$ cat config.mk
export PLATFORM = sky130hd
export DESIGN_NAME = lcd_receiver
export DESIGN_NICKNAME = d
export VERILOG_FILES = /design/src/rtl/lcd_receiver.sv
export SDC_FILE = /design/constraint.sdc
export NUM_CORES = 1
export LEC_CHECK = 0
export CORE_MARGIN = 8
export CORE_UTILIZATION = 55
export CTS_CLUSTER_DIAMETER = 40
export DETAILED_ROUTE_END_ITERATION = 8
export GPL_ROUTABILITY_DRIVEN = 1
export PLACE_DENSITY = 0.72
export SLEW_MARGIN = 30
export SYNTH_ARGS = -nofsm -noshare
export SYNTH_HDL_FRONTEND = slang
export SYNTH_SLANG_ARGS = --single-unit
$ cat constraint.sdc
create_clock -name clk -period 4.6 [get_ports clk]
set_input_delay 0.92 -clock clk [delete_from_list [all_inputs] [get_ports clk]]
set_output_delay 0.92 -clock clk [all_outputs]
set_load 0.005 [all_outputs]
$ cat src/rtl/lcd_receiver.sv
`default_nettype none
// ==== lcd_receiver : HD44780-style bus snooper with 32-entry DDRAM shadow ==== rev 1.0 ====
module lcd_receiver #(
  parameter int CLEAR_CYCLES = 32
) (
  input  logic       clk,
  input  logic       reset,
  input  logic       en,
  input  logic       rs,
  input  logic [3:0] data,
  input  logic [4:0] rd_addr,
  output logic [7:0] rd_data,
  output logic       busy,
  output logic       mode_4bit,
  output logic       two_line,
  output logic       display_on,
  output logic       cursor_on,
  output logic       blink_on,
  output logic [4:0] cursor_addr,
  output logic       char_wr,
  output logic       protocol_err,
  output logic       overrun_err
);

  localparam int CW = $clog2(CLEAR_CYCLES + 1);

  typedef enum logic {PH_HIGH = 1'b0, PH_LOW = 1'b1} phase_e;

  logic          en_q, rs_q;
  logic [3:0]    data_q;
  phase_e        phase_q, phase_d;
  logic [3:0]    hi_nib_q, hi_nib_d;
  logic          hi_rs_q, hi_rs_d;
  logic          mode_4bit_q, mode_4bit_d, two_line_q, two_line_d;
  logic          disp_q, disp_d, cur_q, cur_d, blink_q, blink_d;
  logic          inc_q, inc_d;
  logic [4:0]    ac_q, ac_d;
  logic          char_wr_q, char_wr_d;
  logic          perr_q, perr_d, oerr_q, oerr_d;
  logic          busy_q, busy_d;
  logic [CW-1:0] clr_cnt_q, clr_cnt_d;
  logic [7:0]    rd_data_q;
  logic [7:0]    mem_q [32];

  logic          w_strobe, w_byte_vld;
  logic [7:0]    w_byte;
  logic          w_mem_we;
  logic [4:0]    w_mem_waddr;
  logic [7:0]    w_mem_wdata;

  // A strobe is the falling edge of en; nibble and rs come from the last en-high cycle.
  assign w_strobe = en_q & ~en;

  always_comb begin
    phase_d     = phase_q;
    hi_nib_d    = hi_nib_q;
    hi_rs_d     = hi_rs_q;
    mode_4bit_d = mode_4bit_q;
    two_line_d  = two_line_q;
    disp_d      = disp_q;
    cur_d       = cur_q;
    blink_d     = blink_q;
    inc_d       = inc_q;
    ac_d        = ac_q;
    char_wr_d   = 1'b0;
    perr_d      = perr_q;
    oerr_d      = oerr_q;
    busy_d      = busy_q;
    clr_cnt_d   = clr_cnt_q;
    w_byte_vld  = 1'b0;
    w_byte      = 8'h00;
    w_mem_we    = 1'b0;
    w_mem_waddr = clr_cnt_q[4:0];
    w_mem_wdata = 8'h20;

    if (busy_q) begin
      w_mem_we  = (clr_cnt_q < CW'(32));
      clr_cnt_d = clr_cnt_q + CW'(1);
      if (clr_cnt_q == CW'(CLEAR_CYCLES - 1)) busy_d = 1'b0;
      if (w_strobe) oerr_d = 1'b1;
    end else if (w_strobe) begin
      if (!mode_4bit_q) begin
        w_byte_vld = 1'b1;
        w_byte     = {data_q, 4'h0};
      end else if (phase_q == PH_HIGH) begin
        hi_nib_d = data_q;
        hi_rs_d  = rs_q;
        phase_d  = PH_LOW;
      end else begin
        phase_d = PH_HIGH;
        if (rs_q != hi_rs_q) begin
          perr_d = 1'b1;
        end else begin
          w_byte_vld = 1'b1;
          w_byte     = {hi_nib_q, data_q};
        end
      end
    end

    if (w_byte_vld) begin
      if (rs_q) begin
        w_mem_we    = 1'b1;
        w_mem_waddr = ac_q;
        w_mem_wdata = w_byte;
        char_wr_d   = 1'b1;
        ac_d        = inc_q ? ac_q + 5'd1 : ac_q - 5'd1;
      end else begin
        // Command class is chosen by the highest set bit.
        casez (w_byte)
          8'b1???????: begin
            ac_d = {w_byte[6], w_byte[3:0]};
            if (|w_byte[5:4]) perr_d = 1'b1;
          end
          8'b01??????: ;
          8'b001?????: begin
            mode_4bit_d = ~w_byte[4];
            two_line_d  = w_byte[3];
            phase_d     = PH_HIGH;
          end
          8'b0001????: begin
            if (!w_byte[3]) ac_d = w_byte[2] ? ac_q + 5'd1 : ac_q - 5'd1;
          end
          8'b00001???: begin
            disp_d  = w_byte[2];
            cur_d   = w_byte[1];
            blink_d = w_byte[0];
          end
          8'b000001??: inc_d = w_byte[1];
          8'b0000001?: ac_d = 5'd0;
          8'b00000001: begin
            busy_d    = 1'b1;
            clr_cnt_d = '0;
            ac_d      = 5'd0;
            inc_d     = 1'b1;
          end
          default: ;
        endcase
      end
    end
  end

  always_ff @(posedge clk) begin
    en_q   <= en;
    rs_q   <= rs;
    data_q <= data;
    if (reset) begin
      phase_q     <= PH_HIGH;
      hi_nib_q    <= 4'h0;
      hi_rs_q     <= 1'b0;
      mode_4bit_q <= 1'b0;
      two_line_q  <= 1'b0;
      disp_q      <= 1'b0;
      cur_q       <= 1'b0;
      blink_q     <= 1'b0;
      inc_q       <= 1'b1;
      ac_q        <= 5'd0;
      char_wr_q   <= 1'b0;
      perr_q      <= 1'b0;
      oerr_q      <= 1'b0;
      busy_q      <= 1'b1;
      clr_cnt_q   <= '0;
      rd_data_q   <= 8'h00;
    end else begin
      phase_q     <= phase_d;
      hi_nib_q    <= hi_nib_d;
      hi_rs_q     <= hi_rs_d;
      mode_4bit_q <= mode_4bit_d;
      two_line_q  <= two_line_d;
      disp_q      <= disp_d;
      cur_q       <= cur_d;
      blink_q     <= blink_d;
      inc_q       <= inc_d;
      ac_q        <= ac_d;
      char_wr_q   <= char_wr_d;
      perr_q      <= perr_d;
      oerr_q      <= oerr_d;
      busy_q      <= busy_d;
      clr_cnt_q   <= clr_cnt_d;
      rd_data_q   <= mem_q[rd_addr];
    end
  end

  always_ff @(posedge clk) begin
    if (!reset && w_mem_we) mem_q[w_mem_waddr] <= w_mem_wdata;
  end

  assign rd_data      = rd_data_q;
  assign busy         = busy_q;
  assign mode_4bit    = mode_4bit_q;
  assign two_line     = two_line_q;
  assign display_on   = disp_q;
  assign cursor_on    = cur_q;
  assign blink_on     = blink_q;
  assign cursor_addr  = ac_q;
  assign char_wr      = char_wr_q;
  assign protocol_err = perr_q;
  assign overrun_err  = oerr_q;

endmodule
`default_nettype wire

# [After elaboration in Yosys (flattened, before gate mapping)]
# Memory sizes are Yosys's and may differ from the RTL's. A register that Yosys moved wholly into a read port is not among the register bits.
# Index checks and enable logic that the tools add are counted.
[totals] ff_bits=33 ram_bits=256 output_inout_bits=22 elab_cells=103 mem_count=1
[memory_table] name="mem_q" depth=32 word_bits=8 rd=1 rd_ports_with_merged_regs=1 write_ports=1 line="43" text="logic [7:0] mem_q [32];"
[op_classes] add_sub_neg=3 n_lt_le_gt_ge=1 eq_ne=9 n_mux=51 n_bitwise=7 reduce_logical=13
[op_table] cell="$mux W8" count=7
[op_table] cell="$mux W1" count=32
[op_table] cell="$mux W5" count=6
[op_table] cell="$mux W6" count=4
[op_table] cell="$pmux W5 S3" count=1
[op_table] cell="$reduce_and A3 Y1" count=4
[op_table] cell="$eq A8 B1 Y1 const B" count=1
[op_table] cell="$eq A7 B1 Y1 const B" count=1
[op_table] cell="$add A6 B1 Y6 const B" count=1
[op_table] cell="$eq A6 B1 Y1 const B" count=1
[op_table] cell="$eq A6 B5 Y1 const B" count=1
[op_table] cell="$lt A6 B6 Y1 const B" count=1
[op_table] cell="$not A1 Y1" count=6
[op_table] cell="$reduce_or A2 Y1" count=3
[op_table] cell="$add A5 B1 Y5 const B" count=1
[op_table] cell="$eq A5 B1 Y1 const B" count=1
[op_table] cell="$sub A5 B1 Y5 const B" count=1
[op_table] cell="$eq A4 B1 Y1 const B" count=1
[op_table] cell="$reduce_and A4 Y1" count=1
[op_table] cell="$reduce_bool A4 Y1" count=1
[op_table] cell="$eq A3 B1 Y1 const B" count=1
[op_table] cell="$ne A3 B3 Y1 const B" count=1
[op_table] cell="$pmux W1 S2" count=1
[op_table] cell="$reduce_and A2 Y1" count=1
[op_table] cell="other kinds (5)" count=5

# [Longest topological paths before layout]
# Gate-level depths: netlist (run 1).
[depth] depth_word=11 mapped_depth=9

# [Worst setup path before layout (run 1)]
# OpenSTA, ideal clock, no wires.
[synth_timing] path_kind="input-to-reg" from="in en" to="mem mem_q[0][7], data pin" setup_ps=566 arrival_ps=3719 required_ps=4034 slack_ps=315 stages=6 path_buffers=2 path_cell_list="inv_1 > nand3b_1 > or3_1 > buf_6 > clkbuf_1 > nor4b_1"
[synth_between] elab_chain_len=6 word_cells_on_any_way=8 cone_classes="mux: 6; bitwise: 2"
[synth_lines] element="start: declaration" line="8" text="input logic en,"
[synth_lines] element="$not A1 Y1 (*)" line="52" text="assign w_strobe = en_q & ~en;"
[synth_lines] element="$and A1 B1 Y1 (*)" line="52"
[synth_lines] element="$mux W8" line="81" text="end else if (w_strobe) begin"
[synth_lines] element="$mux W8" line="76" text="if (busy_q) begin"
[synth_lines] element="$mux W8" line="101" text="if (rs_q) begin"
[synth_lines] element="$mux W8 (*)" line="100" text="if (w_byte_vld) begin"
[synth_lines] element="named net w_mem_wdata[7]" line="49" text="logic [7:0] w_mem_wdata;"
[synth_lines] element="end: declaration" line="43"
# Mark *: on every way through the listed nets, which the timed path passes. The rest lies on a longest branch.

# [Final worst setup path (run 1)]
[layout_timing] from="in en" to="mem mem_q[11][7], enable pin"
[layout_between] elab_chain_len=8 word_cells_on_any_way=9 cone_classes="mux: 6; bitwise: 2; reduce/logical: 1"
[layout_lines] element="$not A1 Y1 (*)" line="52"
[layout_lines] element="$and A1 B1 Y1 (*)" line="52"
[layout_lines] element="$mux W1 (*)" line="81"
[layout_lines] element="$mux W1 (*)" line="76"
[layout_lines] element="$mux W1" line="100"
[layout_lines] element="$logic_and A1 B1 Y1" line="184" text="if (!reset && w_mem_we) mem_q[w_mem_waddr] <= w_mem_wdata;"
[layout_lines] element="$mux W1" line="184"
[layout_lines] element="$mux W1 (not written as such)" line="184"
# Every way passes the cells marked *; elsewhere a longest branch is shown, timed or not.

==> impl_metrics.csv, run 1 <==
group,metric,value,unit
clocking,clock_latency,0.51,ns
job,drv_cap,0,
drt,via_per_inst,6.36,
synth,seq_area_frac_synth,70.4,%
placed_design,gp_congestion,0.935,
drt,drtIter0Drc,611,
drt,firstDrtPassIters,5,
grt,antenna_found_initial,1,
floorplan,io_pins,35,
power_and_ir_drop,internal-power,4570,uW
power_and_ir_drop,ir_drop,289,uV
grt,track_usage,20.3,%
status,outcome,"finished, final reports clean",
floorplan,rows,54,
setup_path,criticalPathCategory,"in -> reg",
setup_path,crit_fanout,9,
clocking,post-cts-setup-buffer-count,0,
grt,grt_pass1_wl,40600,um
synth,synth-seq-cells,297,
floorplan,chipHeight,164,um
synth,postSynthAreaPerCell,17.7,um2
power_and_ir_drop,clkPwrFrac,45.7,%
floorplan,start_util,55.7,%
clocking,cts_buffers,34,
floorplan,die_area,27000,um2
cells_and_area,stdcell_count,1039,
clocking,cts.htree.levels,2,
sta,fin_crit,3.39,ns
cells_and_area,nets,750,
synth,yosys_warnings,0,
drt,post-route-drc-count,0,
sta,fmax,295,MHz
placed_design,place_inst,978,
sta,timing.final.hold_violations,0,
synth,synthArstFlopShare,0,%
sta,holdWs,0.490,ns
setup_path,crit_arrival,3.51,ns
synth,synth_top_area_share,63.6,%
cells_and_area,drive_gt1_share,23.1,%
cells_and_area,area.growth.synth_to_final,15.1,%
synth,ys_types,53,
sta,worst_slew_pin_slew,0.951,ns
setup_path,crit_required,4.72,ns
synth,netlist_area,12100,um2
clocking,cts_tree,"yes",
drt,ant_nets,0,
power_and_ir_drop,p_sw,1190,uW
sta,fin_crit_sh,73.7,%
setup_path,setup.worst_path.end_class,"register",
hold_path,min_path_type,"reg -> reg",
grt,grt_max_degree,65,
synth,syn_inst,681,
sta,slew_headroom,36.3,%
cells_and_area,mostFrequentLayoutCell,"edfxtp_1",
floorplan,core_area,21700,um2
drt,vias,6608,
clocking,cts_root_buffer,"clkbuf_16",
synth,synth_top_cells_by_area,"edfxtp_1, mux4_2, dfxtp_1",
synth,yosys_most_used_dff,"edfxtp_1",
clocking,cts_max_path_buffers,3,
setup_path,critPathLaunchType,"primary input",
floorplan,fp.dieW,164,um
synth,syn-num-nets,697,
synth,yosys.area.top_type,"edfxtp_1",
sta,setup_viol,0,
grt,grt_pass1_vias,6817,
grt,overflow,0,
clocking,path_clk_slew,0.06,ns
power_and_ir_drop,p_total,5760,uW
sta,slew_viol_final,0,
clocking,cts-resized-gates,0,
sta,fin_tns_setup,0,ns
power_and_ir_drop,swShare,20.6,%
placed_design,hpwl,16500,um
synth,synth_edf_count,256,
clocking,holdBufCountCts,0,
drt,wl,26700,um
cells_and_area,mostFrequentLayoutCells,"edfxtp_1, mux4_2, nor2_1",
power_and_ir_drop,pwr-share-comb,3.6,%
drt,routedWlPerCell,25.7,um
sta,rsz0062_at_grt,"false",
cells_and_area,diodes,0,
power_and_ir_drop,powerDensity,414,nW/um2
power_and_ir_drop,p_leak,0.00482,uW
cells_and_area,finish.utilization,64.1,%
sta,finalClockSkew,0.0192,ns
power_and_ir_drop,sequentialPowerShare,50.8,%
clocking,clkSinkCount,297,
placed_design,numPortBuffers,34,
[cells by family (layout without fill, tap and decap cells)]
| family | Yosys count | after routing | share of synthesized area, % |
|---|---|---|---|
| AO/OA/AOI/OAI | 65 | 65 | 3.80 |
| XOR/XNOR | 16 | 16 | 1.32 |
| adder cells (fa/ha/maj) | 3 | 3 | 0.311 |
| buffers and inverters | 49 | 127 | 1.73 |
| flip-flops | 297 | 297 | 70.4 |
| multiplexers | 100 | 100 | 16.6 |
| AND/OR/NAND/NOR | 151 | 151 | 5.82 |
[state kept, by name, summed over array words and instances, names as in the netlist, 4 cells and up]
name and cells:
rd_data 8, data_q 4, clr_cnt_q 6, cursor_addr 5
mem_q 256, hi_nib_q 4
[routing by layer]
layer | track usage, % | share of wire [%] | up-vias
li1 | - | - | 2849
met1 | 27.4 | 41 | 3374
met2 | 31.3 | 47 | 316
met3 | 5.01 | 8.4 | 67
met4 | 8.51 | 3.3 | 2
met5 | 0 | 0.041 | -
[through the flow]
| stage | cell area [um2] | worst slack (ns) |
|---|---|---|
| floorplan | 12100 | 0.315 |
| global placement | 12800 | 0.809 |
| detailed placement | 12800 | 0.692 |
| CTS | 13900 | 1.22 |
| global route | 13900 | 1.02 |
| finish | 13900 | 1.21 |
[path summary, 6_finish.rpt]
kind | start | endpoint | slack, ns | cells after the start
setup reg to reg | rs_q$_DFF_P_ | mem_q[11][7]$_DFFE_PP_ | 1.37 | 6
hold / removal | overrun_err$_SDFFE_PP0P_ | overrun_err$_SDFFE_PP0P_ | 0.49 | 2
setup / recovery | en | mem_q[11][7]$_DFFE_PP_ | 1.21 | 7
hold reg to reg | overrun_err$_SDFFE_PP0P_ | overrun_err$_SDFFE_PP0P_ | 0.49 | 2
[power by group through the flow]
stage	logic (uW)	clock network, uW	registers [uW]
2_1_floorplan	144	0	2970
4_1_cts	206	2670	2920
3_5_place_dp	204	0	2980
5_1_grt	217	2790	2920
6_report	205	2630	2920
3_3_place_gp	200	0	2980
[critical path, cell delays in order]
cell and delay, ns:
clkdlybuf4s50_1 0.47, inv_1 0.10, nand3b_1 0.16, or3_1 0.52
or3_1 0.41, a21o_1 0.34, nor2_1 0.60
[final cells by class]
type,instances,area [um2]
Clock buffer,42,922
Clock inverter,19,189
Fill cell,1456,7780
Inverter,9,33.8
Multi-Input combinational cell,335,3390
Sequential cell,297,8510
Tap cell,280,350
Timing Repair Buffer,57,513
[cells in the mapped netlist, drive strengths merged (2+ instances only)]
master,number
and3,4
o32ai,2
a31oi,4
nand2b,2
nand4,5
dfxtp,41
nand2,21
nand3,10
a41o,3
a21oi,15
ha,3
a311oi,2
o21ai,8
o22ai,2
a21o,4
nor3b,2
mux4,80
nor4b,3
edfxtp,256
or3,3
a41oi,5
inv,9
nor3,19
a211oi,8
xor2,7
clkbuf,27
a211o,2
mux2i,20
nor2b,4
o211ai,2
buf,13
nor2,70
xnor2,9
Note: power is estimated with default switching activity, not from simulation.
==> inputs of run 2 (changes only) <==
--- a/config.mk
+++ b/config.mk
@@ -10,7 +10,7 @@
 export CTS_CLUSTER_DIAMETER = 40
 export DETAILED_ROUTE_END_ITERATION = 8
 export GPL_ROUTABILITY_DRIVEN = 1
-export PLACE_DENSITY = 0.72
+export PLACE_DENSITY = 0.75
 export SLEW_MARGIN = 30
 export SYNTH_ARGS = -nofsm -noshare
 export SYNTH_HDL_FRONTEND = slang
==> constraint.sdc (replaced) <==
create_clock -name clk -period 2.9 [get_ports clk]
set_input_delay 0.58 -clock clk [delete_from_list [all_inputs] [get_ports clk]]
set_output_delay 0.58 -clock clk [all_outputs]
set_load 0.005 [all_outputs]
==> run 2 against run 1 <==
Net effect:
- die area is the same
- largest power group unchanged
- worst hold slack gained 0.0015 ns
- non-clock buffer count increased by 48
- sequential cell count stayed put
- sequential power is 59% higher
- wire length decreased by 1.1%
==> impl_metrics.csv, run 2 (same netlist as run 1, synthesis figures left out) <==
group,metric,value,unit
status,outcome,"finished, final reports clean",
cells_and_area,top_register,"mem_q",
grt,grt_pass1_wl,41300,um
sta,slew_viol_final,0,
sta,timing.final.hold_violations,0,
clocking,cts_tree,"yes",
sta,fin_crit,2.66,ns
cells_and_area,nets,799,
cells_and_area,mostFrequentLayoutCell,"edfxtp_1",
setup_path,timing.rr.start,"hi_rs_q$_SDFFE_PP0P_",
clocking,cts.htree.levels,2,
setup_path,timing.rr.end,"mem_q[2][0]$_DFFE_PP_",
floorplan,start_util,55.7,%
cells_and_area,seq_area,8510,um2
grt,grt_max_degree,41,
hold_path,min_path_type,"reg -> reg",
clocking,holdBufCountCts,0,
setup_path,crit_arrival,2.87,ns
floorplan,fp.dieW,164,um
power_and_ir_drop,p_total,9210,uW
placed_design,place_inst,1026,
cells_and_area,finish.utilization,66.4,%
cells_and_area,multi_input_area,3390,um2
setup_path,setup.worst_path.end_class,"register",
clocking,cts_max_path_buffers,3,
cells_and_area,mostFrequentLayoutCells,"edfxtp_1, mux4_2, nor2_1",
power_and_ir_drop,ir_drop,623,uV
drt,post-route-drc-count,0,
placed_design,numPortBuffers,34,
floorplan,chipHeight,164,um
job,drv_cap,0,
sta,worst_slew_pin_slew,0.721,ns
setup_path,critPathLaunchType,"register",
grt,antenna_found_initial,0,
sta,setup_viol,0,
sta,rsz0062_at_grt,"false",
cells_and_area,drive_gt1_share,27.4,%
setup_path,rr_worst_depth,9,
setup_path,crit_required,3.11,ns
floorplan,rows,54,
cells_and_area,diodes,0,
hold_path,hold_depth,2,
clocking,path_clk_slew,0.06,ns
clocking,clock_latency,0.51,ns
cells_and_area,area.growth.synth_to_final,19.3,%
sta,fin_tns_setup,0,ns
grt,overflow,0,
setup_path,worstPathCellList,"xnor2_4 > a21boi_2 > or3_1 > buf_4 > nor3_1 > o21bai_1 > buf_4 > nor2_1 > buf_4",
clocking,cts_buffers,35,
floorplan,io_pins,35,
drt,firstDrtPassIters,5,
setup_path,crit_fanout,10,
clocking,post-cts-setup-buffer-count,0,
sta,fmax,376,MHz
clocking,cts_root_buffer,"clkbuf_16",
sta,finalClockSkew,0.0200,ns
drt,ant_nets,0,
power_and_ir_drop,powerDensity,639,nW/um2
grt,track_usage,20.3,%
sta,slew_headroom,51.8,%
placed_design,hpwl,17100,um
setup_path,cpMostUsedCell,"buf_4",
hold_path,hold_end,"overrun_err$_SDFFE_PP0P_",
setup_path,cpPeakStageDelay,0.40,ns
setup_path,slowest_stage,"or3_1",
power_and_ir_drop,p_leak,0.00511,uW
setup_path,timing.reg2reg.setup_slack,0.24,ns
drt,wl,26400,um
drt,via_per_inst,6.25,
cells_and_area,largest_reg_flops,256,
drt,vias,6815,
cells_and_area,filler_cell_count,1400,
grt,grt_pass1_vias,6930,
sta,holdWs,0.492,ns
setup_path,cpLargestDelayFamily,"simple AND/OR/NAND/NOR gates",
floorplan,core_area,21700,um2
setup_path,cp_num_buf_inv,3,
setup_path,cp-startpoint,"hi_rs_q$_SDFFE_PP0P_",
hold_path,worstHoldStart,"overrun_err$_SDFFE_PP0P_",
placed_design,gp_congestion,0.895,
setup_path,criticalPathCategory,"reg -> reg",
drt,drtIter0Drc,715,
sta,fin_crit_sh,91.7,%
drt,routedWlPerCell,24.2,um
cells_and_area,stdcell_count,1090,
clocking,clkSinkCount,297,
floorplan,die_area,27000,um2
clocking,cts-resized-gates,0,
run 2: layer usage:
layer | vias to the layer above | share of wire, % | GRT usage [%]
met5 | - | 0 | 0
met4 | 0 | 2.8 | 7.02
met3 | 49 | 8.6 | 3.88
met2 | 359 | 48 | 32.1
met1 | 3448 | 41 | 27.9
li1 | 2959 | - | -
run 2: worst max-delay path by stage:
| stage | to | depth (start not counted) |
|---|---|---|
| floorplan | mem_q[15][0]$_DFFE_PP_ | 8 |
| global placement | mem_q[3][2]$_DFFE_PP_ | 9 |
| detailed placement | mem_q[3][4]$_DFFE_PP_ | 9 |
| CTS | mem_q[2][7]$_DFFE_PP_ | 9 |
| global route | mem_q[30][4]$_DFFE_PP_ | 9 |
| finish | mem_q[2][0]$_DFFE_PP_ | 9 |
run 2: worst min-delay path: stages (launching register included):
cell     delay (ns)
dfxtp_1        0.33
a31oi_1        0.05
nor2_1         0.08
run 2: area by class of cell:
cell class,count,share of cell area [%]
clock buffer,41,6.24
clock inverter,23,1.62
sequential,297,59.1
inverter,9,0.235
tap,280,2.43
multi-input combinational,335,23.5
timing repair buffer,105,6.88
run 2: through the flow:
step | area, um2 | setup WS (ns)
floorplan | 12100 | 0.0511
global placement | 13300 | -0.0446
detailed placement | 13300 | -0.0794
CTS | 14400 | 0.260
global route | 14400 | 0.122
finish | 14400 | 0.240
run 2: report_power, final:
group / switching [uW] / total, uW / leakage (uW) / internal (uW)
clock: 1690 / 4220 / 0.000554 / 2530
sequential: 22.6 / 4640 / 0.00294 / 4610
combinational: 176 / 349 / 0.00161 / 173
total: 1890 / 9210 / 0.00511 / 7320
